File: src/rtl/user_input_pkg.sv
// Shared encodings for the ATM keyboard-entry front end: entry styles, status codes,
// currency codes and the control keystrokes it recognises.
package user_input_pkg;

  typedef enum logic [3:0] {
    StyleAcct     = 4'b0001,
    StylePswd     = 4'b0010,
    StyleDest     = 4'b0011,
    StyleCurrency = 4'b0100,
    StyleMenu     = 4'b1000
  } style_e;

  typedef enum logic [3:0] {
    StatIdle     = 4'h0,
    StatBusy     = 4'h1,
    StatDone     = 4'h2,
    StatBadChar  = 4'h3,
    StatShort    = 4'h4,
    StatBadStyle = 4'h5,
    StatOverflow = 4'h6
  } status_e;

  localparam logic [2:0] CurNone = 3'd0;
  localparam logic [2:0] CurBtc  = 3'd1;
  localparam logic [2:0] CurEth  = 3'd2;
  localparam logic [2:0] CurLtc  = 3'd3;
  localparam logic [2:0] CurCash = 3'd4;

  localparam logic [7:0] AsciiEnter = 8'h0D;
  localparam logic [7:0] AsciiBksp  = 8'h08;
  localparam logic [7:0] AsciiEsc   = 8'h1B;

  localparam logic [2:0] DigitsPerEntry = 3'd4;

  function automatic logic is_digit_style(input logic [3:0] style);
    return (style == StyleAcct) || (style == StylePswd) || (style == StyleDest);
  endfunction

endpackage

File: src/rtl/user_input_ascii_decoder.sv
// Purely combinational keystroke classifier: digit nibble, currency letter code and
// menu choice index, each with its own hit flag.
module ascii_decoder
  import user_input_pkg::*;
(
  input  logic [7:0] ascii_code,
  output logic       is_digit,
  output logic [3:0] digit,
  output logic       is_currency,
  output logic [2:0] currency,
  output logic       is_menu,
  output logic [1:0] choice
);

  logic [7:0] menu_offset;

  always_comb begin
    is_digit = (ascii_code >= 8'h30) && (ascii_code <= 8'h39);
    digit    = is_digit ? ascii_code[3:0] : 4'h0;
  end

  always_comb begin
    is_currency = 1'b1;
    currency    = CurNone;
    case (ascii_code)
      8'h62:   currency = CurBtc;   // 'b'
      8'h65:   currency = CurEth;   // 'e'
      8'h6C:   currency = CurLtc;   // 'l'
      8'h63:   currency = CurCash;  // 'c'
      default: is_currency = 1'b0;
    endcase
  end

  // '1'..'4' map to choices 0..3
  always_comb begin
    menu_offset = ascii_code - 8'h31;
    is_menu     = (ascii_code >= 8'h31) && (ascii_code <= 8'h34);
    choice      = is_menu ? menu_offset[1:0] : 2'd0;
  end

endmodule

File: src/rtl/user_input.sv
// Keyboard-entry front end: assembles BCD digit entries and single-letter selections
// one keystroke per ready strobe, and holds committed values as registered outputs.
module user_input
  import user_input_pkg::*;
(
  input  logic        clk,
  input  logic        rst_n,
  input  logic [7:0]  ascii_code,
  input  logic        ready,
  input  logic [3:0]  input_style_out,
  input  logic [15:0] current_state,
  output logic [3:0]  status_code_out,
  output logic [15:0] acct,
  output logic [15:0] pswd,
  output logic [15:0] destinationAcc,
  output logic [1:0]  usr_input_out,
  output logic [2:0]  currency_type_out,
  output logic [2:0]  currency_type_2_out
);

  logic       dec_is_digit, dec_is_currency, dec_is_menu;
  logic [3:0] dec_digit;
  logic [2:0] dec_currency;
  logic [1:0] dec_choice;

  ascii_decoder u_ascii_decoder (
    .ascii_code  (ascii_code),
    .is_digit    (dec_is_digit),
    .digit       (dec_digit),
    .is_currency (dec_is_currency),
    .currency    (dec_currency),
    .is_menu     (dec_is_menu),
    .choice      (dec_choice)
  );

  logic [3:0]  style_q, style_d;
  logic [15:0] entry_q, entry_d;
  logic [2:0]  count_q, count_d;
  logic [2:0]  pend_q, pend_d;
  logic        pend_vld_q, pend_vld_d;
  status_e     status_q, status_d;
  logic [15:0] acct_q, acct_d;
  logic [15:0] pswd_q, pswd_d;
  logic [15:0] dest_q, dest_d;
  logic [1:0]  usr_q, usr_d;
  logic [2:0]  cur_q, cur_d;
  logic [2:0]  cur2_q, cur2_d;

  logic       is_enter, is_bksp, is_esc;
  logic       sel_hit;
  logic [2:0] sel_code;

  always_comb begin
    is_enter = (ascii_code == AsciiEnter);
    is_bksp  = (ascii_code == AsciiBksp);
    is_esc   = (ascii_code == AsciiEsc);
    // Currency and menu share the single pending register
    if (input_style_out == StyleCurrency) begin
      sel_hit  = dec_is_currency;
      sel_code = dec_currency;
    end else begin
      sel_hit  = dec_is_menu;
      sel_code = {1'b0, dec_choice};
    end
  end

  always_comb begin
    style_d    = input_style_out;
    entry_d    = entry_q;
    count_d    = count_q;
    pend_d     = pend_q;
    pend_vld_d = pend_vld_q;
    status_d   = status_q;
    acct_d     = acct_q;
    pswd_d     = pswd_q;
    dest_d     = dest_q;
    usr_d      = usr_q;
    cur_d      = cur_q;
    cur2_d     = cur2_q;

    if (current_state[0]) begin
      // Welcome/logout wipes everything, including the style history
      style_d    = 4'h0;
      entry_d    = 16'h0;
      count_d    = 3'd0;
      pend_d     = 3'd0;
      pend_vld_d = 1'b0;
      status_d   = StatIdle;
      acct_d     = 16'h0;
      pswd_d     = 16'h0;
      dest_d     = 16'h0;
      usr_d      = 2'd0;
      cur_d      = 3'd0;
      cur2_d     = 3'd0;
    end else if (input_style_out != style_q) begin
      // New context: drop partial work and any key arriving this cycle
      entry_d    = 16'h0;
      count_d    = 3'd0;
      pend_d     = 3'd0;
      pend_vld_d = 1'b0;
      status_d   = StatIdle;
    end else if (ready) begin
      if (is_digit_style(input_style_out)) begin
        if (dec_is_digit) begin
          if (count_q == DigitsPerEntry) begin
            status_d = StatOverflow;
          end else begin
            entry_d  = {entry_q[11:0], dec_digit};
            count_d  = count_q + 3'd1;
            status_d = StatBusy;
          end
        end else if (is_bksp) begin
          entry_d  = entry_q >> 4;
          count_d  = (count_q == 3'd0) ? 3'd0 : count_q - 3'd1;
          status_d = StatBusy;
        end else if (is_esc) begin
          entry_d  = 16'h0;
          count_d  = 3'd0;
          status_d = StatIdle;
        end else if (is_enter) begin
          if (count_q == DigitsPerEntry) begin
            case (input_style_out)
              StyleAcct: acct_d = entry_q;
              StylePswd: pswd_d = entry_q;
              default:   dest_d = entry_q;
            endcase
            status_d = StatDone;
          end else begin
            status_d = StatShort;
          end
          entry_d = 16'h0;
          count_d = 3'd0;
        end else begin
          status_d = StatBadChar;
        end
      end else if ((input_style_out == StyleCurrency) || (input_style_out == StyleMenu)) begin
        if (sel_hit) begin
          pend_d     = sel_code;
          pend_vld_d = 1'b1;
          status_d   = StatBusy;
        end else if (is_bksp || is_esc) begin
          pend_d     = 3'd0;
          pend_vld_d = 1'b0;
          status_d   = StatIdle;
        end else if (is_enter) begin
          if (pend_vld_q) begin
            if (input_style_out == StyleMenu) begin
              usr_d = pend_q[1:0];
            end else if (current_state[4]) begin
              cur2_d = pend_q;
            end else begin
              cur_d = pend_q;
            end
            status_d   = StatDone;
            pend_d     = 3'd0;
            pend_vld_d = 1'b0;
          end else begin
            status_d = StatShort;
          end
        end else begin
          status_d = StatBadChar;
        end
      end else begin
        status_d = StatBadStyle;
      end
    end
  end

  always_ff @(posedge clk or negedge rst_n) begin
    if (!rst_n) begin
      style_q    <= 4'h0;
      entry_q    <= 16'h0;
      count_q    <= 3'd0;
      pend_q     <= 3'd0;
      pend_vld_q <= 1'b0;
      status_q   <= StatIdle;
      acct_q     <= 16'h0;
      pswd_q     <= 16'h0;
      dest_q     <= 16'h0;
      usr_q      <= 2'd0;
      cur_q      <= 3'd0;
      cur2_q     <= 3'd0;
    end else begin
      style_q    <= style_d;
      entry_q    <= entry_d;
      count_q    <= count_d;
      pend_q     <= pend_d;
      pend_vld_q <= pend_vld_d;
      status_q   <= status_d;
      acct_q     <= acct_d;
      pswd_q     <= pswd_d;
      dest_q     <= dest_d;
      usr_q      <= usr_d;
      cur_q      <= cur_d;
      cur2_q     <= cur2_d;
    end
  end

  assign status_code_out     = status_q;
  assign acct                = acct_q;
  assign pswd                = pswd_q;
  assign destinationAcc      = dest_q;
  assign usr_input_out       = usr_q;
  assign currency_type_out   = cur_q;
  assign currency_type_2_out = cur2_q;

endmodule

File: config.mk
export PLATFORM = sky130hd
export DESIGN_NAME = user_input
export DESIGN_NICKNAME = d
export VERILOG_FILES = /design/src/rtl/user_input_pkg.sv /design/src/rtl/user_input_ascii_decoder.sv /design/src/rtl/user_input.sv
export SDC_FILE = /design/constraint.sdc
export NUM_CORES = 1
export LEC_CHECK = 0
export CAP_MARGIN = 20
export CORE_ASPECT_RATIO = 2
export CORE_MARGIN = 2
export CORE_UTILIZATION = 45
export CTS_CLUSTER_SIZE = 10
export DETAILED_ROUTE_END_ITERATION = 10
export PLACE_DENSITY = 0.79
export SLEW_MARGIN = 20
export SYNTH_ARGS = -nofsm -noshare
export SYNTH_HDL_FRONTEND = slang
export SYNTH_SLANG_ARGS = --single-unit
File: constraint.sdc
create_clock -name clk -period 4.3 [get_ports clk]
set_input_delay 0.43 -clock clk [delete_from_list [all_inputs] [get_ports clk]]
set_output_delay 0.43 -clock clk [all_outputs]
set_load 0.02 [all_outputs]
==> flow_metrics.env <==
export IMPL_cts_clk_slew_worst_paths_ps=60
export IMPL_cts_made_buffers=9
export IMPL_pre_cts_ws_ps=1140
export IMPL_synth_distinct_cells=53
export IMPL_antenna_cell_count=0
export IMPL_status="complete, no violations"
export IMPL_multiInputGateArea_um2=1980
export IMPL_std_cell_rows=50
export IMPL_post_drt_via_cell_ratio=5.82
export IMPL_crit_path_end_kind="register"
export IMPL_synth_async_reset_ratio_pct=100
export IMPL_setup_tns_ps=0
export IMPL_met1_usage_pct=24.8
export IMPL_finalPower_w=0.00162
export IMPL_synth_top_cells_by_area="sky130_fd_sc_hd__dfrtp_1 50%, sky130_fd_sc_hd__mux2i_1 13%, sky130_fd_sc_hd__nor2_1 5.7%"
export IMPL_detailed_place_area_um2=5080
export IMPL_final_design_area_no_fill_um2=5350
export IMPL_grt_use_total_pct=21.6
export IMPL_maxSlewViolCount=0
export IMPL_h_tree_depth=3
export IMPL_routed_wire_length_per_instance_um=18.8
export IMPL_cpMaxStageDelayCell="sky130_fd_sc_hd__clkdlybuf4s50_1"
export IMPL_die_w_um=73.1
export IMPL_globalplace_congestion=0.871
export IMPL_final_fill_count=794
export IMPL_grt_overflow_total=0
export IMPL_vdd_ir_drop_worst_v=0.000295
export IMPL_yosys_warnings=0
export IMPL_gr_max_usage_layer="met2"
export IMPL_layout_cells_most_common="sky130_fd_sc_hd__dfrtp_1"
export IMPL_unrepaired_setup_endpoints_after_global_routing="no"
export IMPL_cts_hold_buffers_added=0
export IMPL_slowest_delay_ps=660
export IMPL_syn_instance_count=394
export IMPL_clock_path_buffers=2
export IMPL_power_static_leakage_nw=2.64
export IMPL_min_delay_path_class="input port to asynchronous set/reset pin"
export IMPL_cp_max_fo=9
export IMPL_dp_hpwl_um=7460
export IMPL_ioPinCount=91
export IMPL_critical_path_class="input port to register"
export IMPL_finalCritPeriodShare_pct=65.3
export IMPL_nets=498
export IMPL_layout_cells_most_common_list="86 x sky130_fd_sc_hd__dfrtp_1, 73 x sky130_fd_sc_hd__clkdlybuf4s50_1, 65 x sky130_fd_sc_hd__nor2_1"
export IMPL_ctsResizeCount=0
export IMPL_cts_sinks=86
export IMPL_synth_seq_cells=86
export IMPL_via_count_of_the_first_global_routing_pass=3323
export IMPL_gr_usage_met3_pct=3.97
export IMPL_cts_root_buf="sky130_fd_sc_hd__clkbuf_16"
export IMPL_fmaxAchievable_mhz=356
export IMPL_power_density_nw_per_um2=303
export IMPL_floorplan_core_area_um2=9320
export IMPL_syn_nets=435
export IMPL_tritoncts="yes"
export IMPL_synth_largest_area_cell="sky130_fd_sc_hd__dfrtp_1"
export IMPL_setup_worst_path_start_class="input port"
export IMPL_ff2ff_path_depth=5
export IMPL_final_antenna_net_count=0
export IMPL_cts_setup_buffers=0
export IMPL_synth_seq_area_share_pct=50.0
export IMPL_cp_cell_sequence="clkdlybuf4s50_1 > xor2_1 > nor4_4 > nor2b_1 > and4_1 > a32o_1"
export IMPL_worst_endpoint_arrival_ps=3080
export IMPL_final_hold_violation_count=0
export IMPL_route_detailed_drc=0
export IMPL_layout_setup_ws_ps=1490
export IMPL_seq_area_um2=2150
export IMPL_timing_final_crit_period_ps=2810
export IMPL_global_route_wire_length_before_repair_um=17100
export IMPL_synth_edf_count=0
export IMPL_global_route_usage_met2_pct=37.1
export IMPL_max_cap_violations=0
export IMPL_port_buffer_count=75
export IMPL_drt_pass1_iterations=4
export IMPL_postRouteWirelength_um=10600
export IMPL_routed_via_count=3292
export IMPL_die_area_um2=10400
export IMPL_synth_top_flop_cell="sky130_fd_sc_hd__dfrtp_1"
export IMPL_slew_headroom_pct=49.1
export IMPL_post_route_cells_drive_above_1_share_pct=6.93
export IMPL_grt_start_max_net_pins=87
export IMPL_final_number_of_setup_violating_endpoints=0
export IMPL_synth_area_um2=4300
export IMPL_area_growth_pct=24.4
export IMPL_initial_antenna_violation_count=0
export IMPL_clock_latency_at_the_later_pin_of_the_worst_skew_pair_ps=340
export IMPL_synth_area_per_cell_um2=10.9
export IMPL_number_of_design_rule_violations_left_by_the_first_detailed_router_iteration=156
export IMPL_tightestPinTransition_ps=754
export IMPL_die_height_um=142
export IMPL_clock_skew_ps=5.04
export IMPL_initial_utilization_pct=46.2
export IMPL_cp_required_ps=4570
export IMPL_synth_largest_type_area_fraction_pct=50.0
## synthesized netlist by cell type (7+ instances only)
| cell | n |
|---|---|
| sky130_fd_sc_hd__inv_1 | 8 |
| sky130_fd_sc_hd__a21oi_1 | 16 |
| sky130_fd_sc_hd__o21ai_0 | 8 |
| sky130_fd_sc_hd__dfrtp_1 | 86 |
| sky130_fd_sc_hd__mux2i_1 | 58 |
| sky130_fd_sc_hd__ha_1 | 10 |
| sky130_fd_sc_hd__clkbuf_1 | 20 |
| sky130_fd_sc_hd__nand2_1 | 7 |
| sky130_fd_sc_hd__nor2_1 | 65 |
| sky130_fd_sc_hd__a32o_1 | 7 |
| sky130_fd_sc_hd__a22oi_1 | 16 |
| sky130_fd_sc_hd__nor2b_1 | 10 |
| sky130_fd_sc_hd__a211oi_1 | 13 |
## report_power, final
| part | total, W | leakage (nW) | internal, W | switching, W |
|---|---|---|---|---|
| logic | 0.0000969 | 1.31 | 0.0000318 | 0.0000651 |
| clock network | 0.000710 | 0.132 | 0.000404 | 0.000306 |
| registers | 0.000813 | 1.20 | 0.000812 | 0.00000116 |
## stage by stage
stage                     utilization (%)  hold slack (ps)  std cells
after detailed placement             54.5              518        550
after floorplan                         -              134        394
after CTS                            57.4              325        566
after global placement               54.5              509        550
after global routing                 57.4              217        566
final                                57.4              115        566
## registers in the layout, summed over array words and instances (netlist names), 4 cells and up
signal          cells
acct               16
entry_q            16
style_q             4
destinationAcc     16
pswd               16
## path summary, 6_finish.rpt
check	start	to	slack (ps)
min reg2reg	acct[1]	acct[1]	530
max reg2reg	style_q[1]	entry_q[15]	1860
max	input_style_out[1]	entry_q[15]	1490
min in group clk	acct[1]	acct[1]	530
max in group asynchronous	rst_n	acct[6]	3630
min	rst_n	destinationAcc[10]	110
## cell families after synthesis
logic type	after synthesis	synth area share, %
other cells	1	0.0872
simple gates	116	15.0
buf+inv	37	3.98
mux	59	13.8
xor+xnor	5	1.02
fa+ha+maj	10	2.91
compound gates	80	13.2
flops	86	50.0
## layer usage
layer	wire length [µm]	part of all wire (%)
met5	0	0
met4	364	3.4
met3	398	3.7
met2	5910	55
met1	3970	37
## area by class of cell
type	instances	area share, %
clock buffer	12	4.60
clock inverter	4	0.421
inverter	8	0.561
multi-input combinational	271	37.0
sequential	86	40.2
tap	104	2.43
timing repair buffer	81	14.8
## worst max-delay path, delay by kind of cell
family                 cells  cell delay, ps
buffers and inverters      1             660
XOR/XNOR                   1             160
AO/OA/AOI/OAI              1             140
AND/OR/NAND/NOR            3            1670
No activity file was read; power rests on OpenSTA's default activity.
